### config.mk
export PLATFORM = sky130hd
export DESIGN_NAME = out_port_uart_tx
export DESIGN_NICKNAME = d
export VERILOG_FILES = /design/src/rtl/proc_io_pkg.sv /design/src/rtl/sync_fifo.sv /design/src/rtl/out_port_uart_tx.sv
export SDC_FILE = /design/constraint.sdc
export NUM_CORES = 1
export LEC_CHECK = 0
export ABC_CLOCK_PERIOD_IN_PS = 5800
export CORE_ASPECT_RATIO = 0.5
export CORE_MARGIN = 4
export CORE_UTILIZATION = 35
export DETAILED_ROUTE_END_ITERATION = 8
export DONT_BUFFER_PORTS = 1
export PLACE_DENSITY = 0.54
export SYNTH_ARGS = -nofsm -noshare
export SYNTH_HDL_FRONTEND = slang
export SYNTH_HIERARCHICAL = 1
export SYNTH_SLANG_ARGS = --single-unit
### constraint.sdc
create_clock -name CLK100MHZ -period 5.8 [get_ports CLK100MHZ]
set_input_delay 0.87 -clock CLK100MHZ [delete_from_list [all_inputs] [get_ports CLK100MHZ]]
set_output_delay 0.87 -clock CLK100MHZ [all_outputs]
set_load 0.02 [all_outputs]
### src/rtl/proc_io_pkg.sv
// proc_io_pkg: shared UART framing constants and transmitter state encoding.
package proc_io_pkg;
  localparam int UART_DATA_BITS = 8;
  localparam int UART_FRAME_BITS = 10;
  localparam int UART_CLK_DIV_DEFAULT = 868;
  typedef enum logic [1:0] {
    TX_IDLE,
    TX_START,
    TX_DATA,
    TX_STOP
  } tx_state_e;
endpackage

### src/rtl/sync_fifo.sv
// sync_fifo: power-of-2 synchronous FIFO with a registered head-of-queue output.
module sync_fifo #(
  parameter int WIDTH = 8,
  parameter int DEPTH = 16
) (
  input  logic                     clk_i,
  input  logic                     rst_i,
  input  logic                     push_i,
  input  logic                     pop_i,
  input  logic [WIDTH-1:0]         data_i,
  output logic [WIDTH-1:0]         data_o,
  output logic                     full_o,
  output logic                     empty_o,
  output logic [$clog2(DEPTH):0]   level_o
);
  localparam int AW = $clog2(DEPTH);
  logic [WIDTH-1:0] mem_q [DEPTH];
  logic [WIDTH-1:0] head_q, head_d;
  logic [AW:0] wr_q, wr_d, rd_q, rd_d;
  logic do_push, do_pop;
  assign do_push = push_i && !full_o;
  assign do_pop = pop_i && !empty_o;
  assign wr_d = wr_q + {{AW{1'b0}}, do_push};
  assign rd_d = rd_q + {{AW{1'b0}}, do_pop};
  assign empty_o = wr_q == rd_q;
  assign full_o = (wr_q[AW] != rd_q[AW]) && (wr_q[AW-1:0] == rd_q[AW-1:0]);
  assign level_o = wr_q - rd_q;
  assign data_o = head_q;
  // The head register tracks the slot the next read pointer will address, forwarding a same-cycle write into it.
  assign head_d = (do_push && wr_q[AW-1:0] == rd_d[AW-1:0]) ? data_i : mem_q[rd_d[AW-1:0]];
  always_ff @(posedge clk_i)
    if (do_push) mem_q[wr_q[AW-1:0]] <= data_i;
  always_ff @(posedge clk_i or posedge rst_i)
    if (rst_i) begin
      wr_q <= '0;
      rd_q <= '0;
      head_q <= '0;
    end else begin
      wr_q <= wr_d;
      rd_q <= rd_d;
      head_q <= head_d;
    end
endmodule

### src/rtl/out_port_uart_tx.sv
// out_port_uart_tx: buffers output-port writes in a FIFO and sends them as UART 8N1 frames.
module out_port_uart_tx
  import proc_io_pkg::*;
#(
  parameter int CLK_DIV = UART_CLK_DIV_DEFAULT,
  parameter int FIFO_DEPTH = 16
) (
  input  logic                            CLK100MHZ,
  input  logic                            rst,
  input  logic [7:0]                      wr_data,
  input  logic                            wr_en,
  output logic                            full,
  output logic [$clog2(FIFO_DEPTH):0]     level,
  output logic                            overflow,
  output logic                            busy,
  output logic                            tx
);
  localparam logic [15:0] BAUD_LOAD = 16'(CLK_DIV - 1);
  localparam logic [2:0] LAST_BIT = 3'(UART_DATA_BITS - 1);
  tx_state_e state_q, state_d;
  logic [15:0] baud_q, baud_d;
  logic [7:0] shift_q, shift_d, head;
  logic [2:0] idx_q, idx_d;
  logic tx_q, tx_d, overflow_q, empty, pop, bit_end;
  assign pop = state_q == TX_IDLE && !empty;
  assign bit_end = baud_q == '0;
  assign busy = state_q != TX_IDLE || !empty;
  assign tx = tx_q;
  assign overflow = overflow_q;
  sync_fifo #(.WIDTH(UART_DATA_BITS), .DEPTH(FIFO_DEPTH)) u_fifo (
    .clk_i   (CLK100MHZ),
    .rst_i   (rst),
    .push_i  (wr_en),
    .pop_i   (pop),
    .data_i  (wr_data),
    .data_o  (head),
    .full_o  (full),
    .empty_o (empty),
    .level_o (level)
  );
  always_ff @(posedge CLK100MHZ or posedge rst)
    if (rst) begin
      state_q <= TX_IDLE;
      baud_q <= '0;
      shift_q <= '0;
      idx_q <= '0;
      tx_q <= 1'b1;
      overflow_q <= 1'b0;
    end else begin
      state_q <= state_d;
      baud_q <= baud_d;
      shift_q <= shift_d;
      idx_q <= idx_d;
      tx_q <= tx_d;
      overflow_q <= overflow_q | (wr_en & full);
    end
  always_comb begin
    state_d = state_q;
    baud_d = bit_end ? baud_q : baud_q - 16'd1;
    shift_d = shift_q;
    idx_d = idx_q;
    case (state_q)
      TX_IDLE:
        if (!empty) begin
          state_d = TX_START;
          baud_d = BAUD_LOAD;
          shift_d = head;
        end
      TX_START:
        if (bit_end) begin
          state_d = TX_DATA;
          baud_d = BAUD_LOAD;
          idx_d = '0;
        end
      TX_DATA:
        if (bit_end) begin
          state_d = idx_q == LAST_BIT ? TX_STOP : TX_DATA;
          baud_d = BAUD_LOAD;
          shift_d = {1'b0, shift_q[7:1]};
          idx_d = idx_q + 3'd1;
        end
      TX_STOP:
        if (bit_end) state_d = TX_IDLE;
      default: state_d = TX_IDLE;
    endcase
  end
  // The line level is derived from the next state so the register switches on the same edge as the FSM.
  always_comb
    tx_d = state_d == TX_START ? 1'b0 : state_d == TX_DATA ? shift_d[0] : 1'b1;
endmodule
==> flow_summary.html <==
<table>
<tr><th>Metric</th><th>Value</th></tr>
<tr><th colspan="2">Critical path</th></tr>
<tr><td>Largest driver fanout on the critical path</td><td>30</td></tr>
<tr><td>Cells traversed along the worst timing path</td><td>ha_1, nand4_1, nor2_1, nor2b_1, nor2b_1, ha_2, buf_4, mux4_2, mux2i_1, mux2i_1, mux2_1</td></tr>
<tr><td>Logic depth of the worst register-to-register path</td><td>11</td></tr>
<tr><td>Critical Path Start</td><td>u_fifo/wr_q[2]$_DFF_PP0_</td></tr>
<tr><td>Slowest library cell on the worst path</td><td>mux4_2</td></tr>
<tr><td>Capture instance of the worst register-to-register path</td><td>u_fifo/data_o[1]$_DFF_PP0_</td></tr>
<tr><td>Arrival time of data at the critical path endpoint</td><td>4.78 ns</td></tr>
<tr><td>Register-to-register setup slack</td><td>1.34 ns</td></tr>
<tr><td>Kind of start point of the critical path</td><td>flip-flop</td></tr>
<tr><td>Worst endpoint required time</td><td>6.11 ns</td></tr>
<tr><td>Category of the most critical setup path</td><td>reg -&gt; reg</td></tr>
<tr><td>Startpoint of the most critical register-to-register path</td><td>u_fifo/wr_q[2]$_DFF_PP0_</td></tr>
<tr><td>Crit end category</td><td>flip-flop</td></tr>
<tr><td>Delay of the slowest cell on the worst path</td><td>0.59 ns</td></tr>
<tr><th colspan="2">Routing</th></tr>
<tr><td>Number of routed nets with antenna violations</td><td>0</td></tr>
<tr><td>Via count normalized by instance count</td><td>4.999</td></tr>
<tr><td># DRC</td><td>0</td></tr>
<tr><td>Pre-Repair DR Iteration Count</td><td>4</td></tr>
<tr><td>Count of vias placed by the detailed router</td><td>3879</td></tr>
<tr><td>Post-detailed-routing wire length</td><td>15.11 mm</td></tr>
<tr><td>Wire per inst</td><td>19.47 um</td></tr>
<tr><td>Initial DRC count</td><td>280</td></tr>
<tr><th colspan="2">Logic synthesis</th></tr>
<tr><td>Proportion of synthesized flip-flops having asynchronous set or reset</td><td>0.2768</td></tr>
<tr><td>Number of warnings reported in the yosys synthesis log</td><td>6</td></tr>
<tr><td>Post-synthesis cell area</td><td>7651 sq um</td></tr>
<tr><td>Most frequently used cell type in the post-synthesis netlist</td><td>edfxtp_1</td></tr>
<tr><td>Mean area per synthesized cell</td><td>16.45 sq um</td></tr>
<tr><td>Predominant post-synthesis flop cell</td><td>edfxtp_1</td></tr>
<tr><td>Area share of the largest cell type after synthesis</td><td>0.5024</td></tr>
<tr><td>Number of synthesized flops with an enable pin</td><td>128</td></tr>
<tr><td>Seq/Total Area, Yosys</td><td>0.6628</td></tr>
<tr><td>Cell count after synthesis</td><td>465</td></tr>
<tr><td>Synth area leader</td><td>edfxtp_1</td></tr>
<tr><td>Leading cell types by count after synthesis</td><td>edfxtp_1 (128), dfrtp_1 (48), nor2_1 (38)</td></tr>
<tr><td>Top cells by area, synth</td><td>edfxtp_1 (50%), dfrtp_1 (16%), mux4_2 (9.4%), mux2i_1 (3.5%), ha_1 (2.8%)</td></tr>
<tr><td>Post-synth cell types</td><td>54</td></tr>
<tr><td>Synth Net Count</td><td>494</td></tr>
<tr><td>Total of flip-flops plus latches after synthesis</td><td>177</td></tr>
<tr><th colspan="2">Status</th></tr>
<tr><td>Status</td><td>finished, final reports clean</td></tr>
<tr><th colspan="2">STA</th></tr>
<tr><td>Tightest slew margin relative to the limit</td><td>0.3365</td></tr>
<tr><td>Time the worst path needs with I/O delays and setup</td><td>4.464 ns</td></tr>
<tr><td>Final-report setup violation count</td><td>0</td></tr>
<tr><td>Final hold slack</td><td>0.4086 ns</td></tr>
<tr><td>Setup skew after layout</td><td>0.01228 ns</td></tr>
<tr><td>Unrepaired setup endpoints after global routing</td><td>false</td></tr>
<tr><td>Setup Total Neg Slack</td><td>0 ns</td></tr>
<tr><td>Hold Violations, Final</td><td>0</td></tr>
<tr><td>Tcrit/Tclk final</td><td>0.7697</td></tr>
<tr><td>Slew Limit Fails</td><td>0</td></tr>
<tr><td>Transition time at the pin with the least slew margin</td><td>0.9916 ns</td></tr>
<tr><td>Achievable frequency</td><td>224.0 MHz</td></tr>
<tr><th colspan="2">Cells and area</th></tr>
<tr><td>Final Net Count</td><td>500</td></tr>
<tr><td>Diode count</td><td>0</td></tr>
<tr><td>Fraction of layout instances using a drive strength above 1</td><td>0.1860</td></tr>
<tr><td>Area Growth Syn to Fin</td><td>12.04%</td></tr>
<tr><th colspan="2">Power</th></tr>
<tr><td>Int Power</td><td>3.219 mW</td></tr>
<tr><td>Sw frac</td><td>0.3672</td></tr>
<tr><td>Switch Pwr</td><td>1.868 mW</td></tr>
<tr><td>Maximum vdd ir drop</td><td>303.6 uV</td></tr>
<tr><td>Clk network pwr share</td><td>0.221</td></tr>
<tr><td>Register share of total power</td><td>0.350</td></tr>
<tr><td>Pleak</td><td>3.031 nW</td></tr>
<tr><td>Power per unit of standard cell area</td><td>593.4 nW/um^2</td></tr>
<tr><td>Logic pwr share</td><td>0.430</td></tr>
<tr><th colspan="2">Global routing</th></tr>
<tr><td>GRT Residual Overflow</td><td>0</td></tr>
<tr><td>Number of global-route vias before repair</td><td>4013</td></tr>
<tr><td>Number of antenna violations at the first check in global routing</td><td>0</td></tr>
<tr><td>Wire length of the first global-routing pass</td><td>24.13 mm</td></tr>
<tr><td>Pin count of the biggest net entering global routing</td><td>33</td></tr>
<tr><td>Global-route usage over all layers</td><td>0.1313</td></tr>
<tr><th colspan="2">Clock tree</th></tr>
<tr><td>Clock buffers created by TritonCTS</td><td>17</td></tr>
<tr><td>Count of instances resized after the clock tree is built</td><td>0</td></tr>
<tr><td>Clock network latency to the later pin of the worst-skew pair</td><td>0.43 ns</td></tr>
<tr><td>Number of buffers inserted by post-CTS setup repair</td><td>0</td></tr>
<tr><td>Hold Buf Count CTS</td><td>0</td></tr>
<tr><td>Clock tree from TritonCTS</td><td>built</td></tr>
<tr><td>Maximum count of clock buffers along a single path</td><td>2</td></tr>
<tr><td>Number of levels the H-tree was split into</td><td>4</td></tr>
<tr><td>CTS Sinks</td><td>177</td></tr>
<tr><td>Cell chosen for the clock root</td><td>clkbuf_16</td></tr>
<tr><td>Clk pin slew, worst setup/hold paths</td><td>0.07 ns</td></tr>
<tr><th colspan="2">Floorplan</th></tr>
<tr><td>Initial cell density of the core</td><td>0.3640</td></tr>
<tr><td>Die Footprint</td><td>24430 sq um</td></tr>
<tr><td>Die X-Extent</td><td>217.1 um</td></tr>
<tr><td>Top Ports</td><td>20</td></tr>
<tr><td>Core region area</td><td>21020 sq um</td></tr>
<tr><td>Chip Height</td><td>112.5 um</td></tr>
<tr><td>Std cell rows</td><td>37</td></tr>
<tr><th colspan="2">Place</th></tr>
<tr><td>DP Wirelength</td><td>9.862 mm</td></tr>
<tr><td>Routability-driven placement congestion ratio</td><td>0.7436</td></tr>
<tr><td>Buffers on Ports</td><td>0</td></tr>
<tr><th colspan="2">Hold path</th></tr>
<tr><td>Path class of the lowest-slack min-delay path</td><td>in -&gt; async</td></tr>
<tr><th colspan="2">Run</th></tr>
<tr><td>Number of violations of the max-capacitance limit</td><td>0</td></tr>
</table>
power groups by stage:
stage	logic [mW]	registers [mW]	clock network, mW
after floorplan	1.85	1.73	0
after global placement	2.22	1.80	0
after detailed placement	2.23	1.80	0
after CTS	2.24	1.78	1.15
after global routing	2.41	1.81	1.21
final	2.19	1.78	1.12
through the flow:
stage                     worst slack, ns  total power [mW]  area, sq um  utilization  std cells
final                               1.336             5.087         8572       0.4078        776
after global placement              1.371             4.020         7981       0.3797        744
after global routing               0.9401             5.426         8572       0.4078        776
after CTS                           1.301             5.167         8572       0.4078        776
after floorplan                     2.038             3.576         7651            -        465
after detailed placement            1.326             4.032         7981       0.3797        744
critical path: cells and delay by family (launching register included):
| kind | cells | cell delay [ns] |
|---|---|---|
| adder cells (fa/ha/maj) | 2 | 0.89 |
| multiplexers | 4 | 1.20 |
| AND/OR/NAND/NOR | 4 | 1.12 |
| buffers and inverters | 1 | 0.53 |
| flip-flops | 1 | 0.57 |
state kept, by name, summed over array words and instances (netlist names):
register	count
overflow	1
u_fifo/rd_q	5
tx	1
u_fifo/data_o	8
idx_q	3
shift_q	8
u_fifo/wr_q	5
state_q	2
u_fifo/mem_q	128
baud_q	16
metal layers:
layer / vias up / routed length, um / global-route usage
met4: 0 / 123 / 0.03556
met3: 10 / 612 / 0.03300
met5: - / 0 / 0
li1: 1784 / - / -
met2: 64 / 6847 / 0.1949
met1: 2021 / 7525 / 0.1929
layout make-up:
type,instances,area (sq um)
sequential,177,5071
timing repair buffer,4,30.03
clock buffer,18,429.2
multi-input combinational,250,2436
inverter,21,78.83
tap,292,365.4
fill,1885,12450
clock inverter,14,161.4
how the worst max path moves through the flow:
stage / end / cells after the start
after CTS: u_fifo/data_o[5]$_DFF_PP0_ / 11
after detailed placement: u_fifo/data_o[5]$_DFF_PP0_ / 11
final: u_fifo/data_o[1]$_DFF_PP0_ / 11
after floorplan: u_fifo/data_o[1]$_DFF_PP0_ / 15
after global routing: u_fifo/data_o[7]$_DFF_PP0_ / 11
after global placement: u_fifo/data_o[4]$_DFF_PP0_ / 11
logic make-up (layout without fill, tap and decap cells):
kind of cell,count (synthesis),count (layout),share of synthesized area
xor gates and xnor gates,26,26,0.03745
muxes,69,69,0.1447
AOI/OAI and AO/OA,44,44,0.03990
buffers and inverters,38,57,0.02175
adders and majority gates,18,18,0.03042
DFF,177,177,0.6628
and+or+nand+nor,93,93,0.06296
placed cells by master (no fill, tap or decap), types with 12 or more instances in the layout:
master	synthesis	layout
edfxtp_1	128	128
xnor2_1	18	18
mux4_2	32	32
dfrtp_1	48	48
nor2_1	38	38
a21oi_1	12	12
inv_1	20	20
clkbuf_16	0	17
mux2i_1	27	27
ha_1	17	16
No activity file was read; power rests on OpenSTA's default activity.
